**config.mk**
```make
export PLATFORM = sky130hd
export DESIGN_NAME = mem_burst_ctrl
export DESIGN_NICKNAME = d
export VERILOG_FILES = /design/src/rtl/mem_burst_ctrl.sv
export SDC_FILE = /design/constraint.sdc
export NUM_CORES = 1
export LEC_CHECK = 0
export CAP_MARGIN = 20
export CORE_MARGIN = 2
export CORE_UTILIZATION = 50
export CTS_CLUSTER_SIZE = 20
export DETAILED_ROUTE_END_ITERATION = 10
export DONT_BUFFER_PORTS = 1
export GPL_ROUTABILITY_DRIVEN = 0
export PLACE_DENSITY = 0.61
export SETUP_SLACK_MARGIN = 0.5
export SYNTH_ARGS = -nofsm -noshare
export SYNTH_HDL_FRONTEND = slang
export SYNTH_SLANG_ARGS = --single-unit
```
**constraint.sdc**
```tcl
create_clock -name clk_i -period 2.6 [get_ports clk_i]
set_input_delay 0 -clock clk_i [delete_from_list [all_inputs] [get_ports clk_i]]
set_output_delay 0 -clock clk_i [all_outputs]
set_load 0.02 [all_outputs]
```
**src/rtl/mem_burst_ctrl.sv**
```systemverilog
// Burst master for the 16-bit valid/ready memory: one command, N single-beat accesses, address wrap at DEPTH.
// Optional RESP watchdog enabled by defining MEM_BURST_TIMEOUT_EN.
module mem_burst_ctrl #(
  parameter int WIDTH      = 16,
  parameter int DEPTH      = 64,
  parameter int ADDR_WIDTH = 16,
  parameter int LEN_WIDTH  = 6,
  parameter int TIMEOUT    = 15
) (
  input  logic                  clk_i,
  input  logic                  rst_i,
  input  logic                  cmd_valid_i,
  output logic                  cmd_ready_o,
  input  logic                  cmd_wr_i,
  input  logic [ADDR_WIDTH-1:0] cmd_addr_i,
  input  logic [LEN_WIDTH-1:0]  cmd_len_i,
  input  logic                  wdata_valid_i,
  input  logic [WIDTH-1:0]      wdata_i,
  output logic                  wdata_ready_o,
  output logic                  rd_valid_o,
  output logic [WIDTH-1:0]      rd_data_o,
  input  logic                  rd_ready_i,
  output logic [ADDR_WIDTH-1:0] mem_addr_o,
  output logic [WIDTH-1:0]      mem_wdata_o,
  output logic                  mem_wr_rd_o,
  output logic                  mem_valid_o,
  input  logic [WIDTH-1:0]      mem_rdata_i,
  input  logic                  mem_ready_i,
  output logic                  done_o,
  output logic                  err_o
);

  localparam logic [2:0] S_IDLE   = 3'd0;
  localparam logic [2:0] S_WFETCH = 3'd1;
  localparam logic [2:0] S_ISSUE  = 3'd2;
  localparam logic [2:0] S_RESP   = 3'd3;
  localparam logic [2:0] S_RHOLD  = 3'd4;
  localparam logic [2:0] S_DONE   = 3'd5;

  logic [2:0]            state_q;
  logic                  wr_q;
  logic                  err_q;
  logic [ADDR_WIDTH-1:0] addr_q;
  logic [ADDR_WIDTH-1:0] addr_nxt;
  logic [LEN_WIDTH:0]    beats_q;
  logic [WIDTH-1:0]      wdata_q;
  logic [WIDTH-1:0]      rd_data_q;
  logic                  bad_addr;
  logic                  last_beat;

`ifdef MEM_BURST_TIMEOUT_EN
  localparam int TO_W = $clog2(TIMEOUT + 1);
  logic [TO_W-1:0] to_cnt_q;
`endif

  assign bad_addr  = ({1'b0, cmd_addr_i} >= (ADDR_WIDTH+1)'(DEPTH));
  assign addr_nxt  = (addr_q == ADDR_WIDTH'(DEPTH - 1)) ? '0 : addr_q + ADDR_WIDTH'(1);
  assign last_beat = (beats_q == (LEN_WIDTH+1)'(1));

  // Handshake outputs come from the state register alone, so no input reaches an output combinationally.
  assign cmd_ready_o   = (state_q == S_IDLE);
  assign wdata_ready_o = (state_q == S_WFETCH);
  assign mem_valid_o   = (state_q == S_ISSUE);
  assign rd_valid_o    = (state_q == S_RHOLD);
  assign done_o        = (state_q == S_DONE);
  assign err_o         = (state_q == S_DONE) && err_q;
  assign mem_addr_o    = addr_q;
  assign mem_wr_rd_o   = wr_q;
  assign mem_wdata_o   = wdata_q;
  assign rd_data_o     = rd_data_q;

  always_ff @(posedge clk_i or negedge rst_i) begin
    if (!rst_i) begin
      state_q   <= S_IDLE;
      wr_q      <= 1'b0;
      err_q     <= 1'b0;
      addr_q    <= '0;
      beats_q   <= '0;
      wdata_q   <= '0;
      rd_data_q <= '0;
`ifdef MEM_BURST_TIMEOUT_EN
      to_cnt_q  <= '0;
`endif
    end else begin
      case (state_q)
        S_IDLE: begin
          if (cmd_valid_i) begin
            wr_q    <= cmd_wr_i;
            addr_q  <= cmd_addr_i;
            beats_q <= {1'b0, cmd_len_i} + (LEN_WIDTH+1)'(1);
            err_q   <= bad_addr;
            if (bad_addr)      state_q <= S_DONE;
            else if (cmd_wr_i) state_q <= S_WFETCH;
            else               state_q <= S_ISSUE;
          end
        end
        S_WFETCH: begin
          if (wdata_valid_i) begin
            wdata_q <= wdata_i;
            state_q <= S_ISSUE;
          end
        end
        S_ISSUE: begin
          state_q <= S_RESP;
`ifdef MEM_BURST_TIMEOUT_EN
          to_cnt_q <= '0;
`endif
        end
        S_RESP: begin
          if (mem_ready_i) begin
            if (!wr_q) begin
              rd_data_q <= mem_rdata_i;
              state_q   <= S_RHOLD;
            end else if (last_beat) begin
              state_q <= S_DONE;
            end else begin
              beats_q <= beats_q - (LEN_WIDTH+1)'(1);
              addr_q  <= addr_nxt;
              state_q <= S_WFETCH;
            end
          end
`ifdef MEM_BURST_TIMEOUT_EN
          else if (to_cnt_q == TO_W'(TIMEOUT - 1)) begin
            err_q   <= 1'b1;
            state_q <= S_DONE;
          end else begin
            to_cnt_q <= to_cnt_q + TO_W'(1);
          end
`endif
        end
        S_RHOLD: begin
          if (rd_ready_i) begin
            if (last_beat) begin
              state_q <= S_DONE;
            end else begin
              beats_q <= beats_q - (LEN_WIDTH+1)'(1);
              addr_q  <= addr_nxt;
              state_q <= S_ISSUE;
            end
          end
        end
        S_DONE:  state_q <= S_IDLE;
        default: state_q <= S_IDLE;
      endcase
    end
  end

endmodule

```
==> results.ini <==
[clocking]
clk_pin_slew_ns=0.07
clk_path_buf_depth=2
clkLatencyLatePin_ns=0.33
cts_made_buffers=9
clock_sinks=60
root_buffer=clkbuf_8
htreeDepth=3
cts_tree=yes

[worst_hold_path]
min-delay-start=rd_ready_i
min_path_cells=4
min_path_type=in2reg

[global_route]
antenna_found_initial=0
grt-ovfl-total=0
grt_first_pass_wirelength_microns=14100
first_global_vias=2878
grtUsageTotal=0.252
grt_max_degree=61

[synth]
yosys-top-cells-count=dfrtp_1 (60), mux2_2 (34), nor2_1 (28)
yosys_warnings=0
synth_cell_type_count=52
ys_top_cells_by_area=dfrtp_1 (47%), mux2_2 (12%), nor2_1 (3.3%), o21ai_0 (3.0%), a21oi_1 (2.8%)
synth_edf_count=0
synth_seq_cells=60
synthFlopType=dfrtp_1
synth_top_cell_by_area=dfrtp_1
netlist_area_sq_um=3190
synthArstFlopShare=1.00
synthCells=316
seq_area_frac_synth=0.470
syn_area_per_cell_sq_um=10.1
synth_fp_nets=381
yosysMostFrequentCell=dfrtp_1
synth_top_area_frac=0.470

[pwr]
switching_share=0.466
p_int_uw=2660
p_leak_uw=0.00171
power_frac_seq=0.475
power_density_nw_per_um2=1210
p_sw_uw=2320
p_comb_frac=0.374
clockPowerShare=0.151
total_power_uw=4990
peakVddDrop_mv=0.706

[critical_path]
worst-path-max-fanout=7
worstSetupEndpointType=flop
cp_num_buf_inv=0
slowest_stage=or4_4
cp-start-kind=flop
reg2regPathDepth=5
path_delay_family=simple AND/OR/NAND/NOR gates
path_cells=or4_4 -> nor4_4 -> a21oi_4 -> a21o_1 -> a22o_1
critPathArrivalTime_ns=2.25
crit_required_ns=2.81
worst-path-stages=5
startpoint=mem_addr_o[11]
regToRegStartpoint=mem_addr_o[11]
cpPeakStageDelay_ns=0.57
worstSetupPathType=reg2reg

[die]
start_util=0.508
die_x_microns=83.9
fp-row-count=29
ios=116
fp.dieH_microns=83.9
core_area_sq_um=6280
die_area_sq_um=7040

[timing]
rsz0062_at_grt=no
hold_viol=0
layout_min_cycle_time_ns=2.04
finalSetupViolations=0
fin_skew_ns=0.00827
tightest_slew_ns=0.698
fmax_ghz=0.491
slew_headroom=0.535
tns_ns=0
final.period_utilization=0.783
drv_slew=0

[routing]
vias=2739
drt_iter0_drc=246
wl_per_cell_microns=18.2
totalWireLength_microns=8500
dr.pass1.iters=4
via_per_inst=5.88
drcViolationCount=0
antenna_left=0

[final_layout]
drive_gt1_frac=0.195
syn_to_final_growth_pct=29.3
nets=449
diodes=0

[placed_design]
port_buffers=0
dp_hpwl_microns=5310

[flow_run]
cap_violations=0

[outcome]
status=finished, final reports clean

[cells by family (layout without fill, tap and decap cells)]
kind of cell | count (synthesis) | count (layout) | synth area share
xor+xnor | 4 | 4 | 0.0110
flops | 60 | 60 | 0.470
mux | 35 | 35 | 0.123
buf+inv | 28 | 101 | 0.0419
fa+ha+maj | 4 | 4 | 0.0157
simple gates | 102 | 102 | 0.165
compound gates | 83 | 83 | 0.172
[cell usage in the layout (no fill, tap or decap), drive strengths merged, types with 5 or more instances in the layout]
master and count:
nand2 20, nand3 11, nor2 28, buf 14, nor3 11, dfrtp 60, mux2 34, a21oi 19
inv 11, o21ai 20, clkbuf 11, o22ai 6, nor4 5, and3 5, o21bai 5, dlygate4sd3 60
[power by group through the flow]
stage	combinational, uW	clock [uW]	sequential (uW)
after floorplan	1430	0	2170
after global placement	1600	0	2360
after detailed placement	1640	0	2360
after CTS	1780	768	2360
after global routing	2090	813	2440
final	1870	754	2370
[worst paths after layout]
check	slack (ns)	endpoint
worst max register to register	0.56	mem_addr_o[15]
worst min register to register	0.50	err_q
min in group asynchronous	0.21	beats_q[2]
worst max-delay path	0.56	mem_addr_o[15]
max in group asynchronous	2.10	mem_addr_o[8]
worst min-delay path	0.01	state_q[1]
[timing repair]
| item | CTS | global route |
|---|---|---|
| hold buffers | 61 | 0 |
| pin swaps | 2 | 0 |
| endpoints found under the setup margin | 16 | 18 |
| setup buffers | 2 | 2 |
| resized for setup | 4 | 6 |
| endpoints found under the hold margin | 118 | 0 |
[through the flow]
step	std cells	worst slack (ns)	hold WS (ns)	utilization	area, sq um
detailed placement	385	0.411	-0.294	0.520	3260
CTS	464	0.556	0.0115	0.652	4090
global placement	385	0.445	-0.294	0.520	3260
global route	466	0.484	0.0336	0.657	4130
floorplan	316	0.633	-0.296	-	3190
finish	466	0.564	0.0131	0.657	4130
[per-layer routing]
metal / wire, microns / track usage / vias to the layer above
li1: - / - / 1295
met3: 719 / 0.0920 / 10
met2: 4150 / 0.403 / 123
met4: 100 / 0.0968 / 0
met1: 3540 / 0.311 / 1311
met5: 0 / 0 / -
[registers in the layout, summed over array words and instances (netlist names)]
name and flops:
mem_addr_o 16, state_q 3, mem_wdata_o 16, rd_data_o 16, err_q 1, beats_q 7
mem_wr_rd_o 1
[worst reg2reg max path, cell delays in order, from the launching register on]
cell and delay, ns:
dfrtp_2 0.49, or4_4 0.57, nor4_4 0.29, a21oi_4 0.16, a21o_1 0.18, a22o_1 0.23
[area by class of cell]
class | instances | area [sq um]
Clock buffer | 11 | 141
Clock inverter | 5 | 37.5
Fill cell | 495 | 2150
Inverter | 11 | 41.3
Multi-Input combinational cell | 228 | 1580
Sequential cell | 60 | 1510
Tap cell | 77 | 96.3
Timing Repair Buffer | 74 | 726
Note: power is estimated with default switching activity, not from simulation.
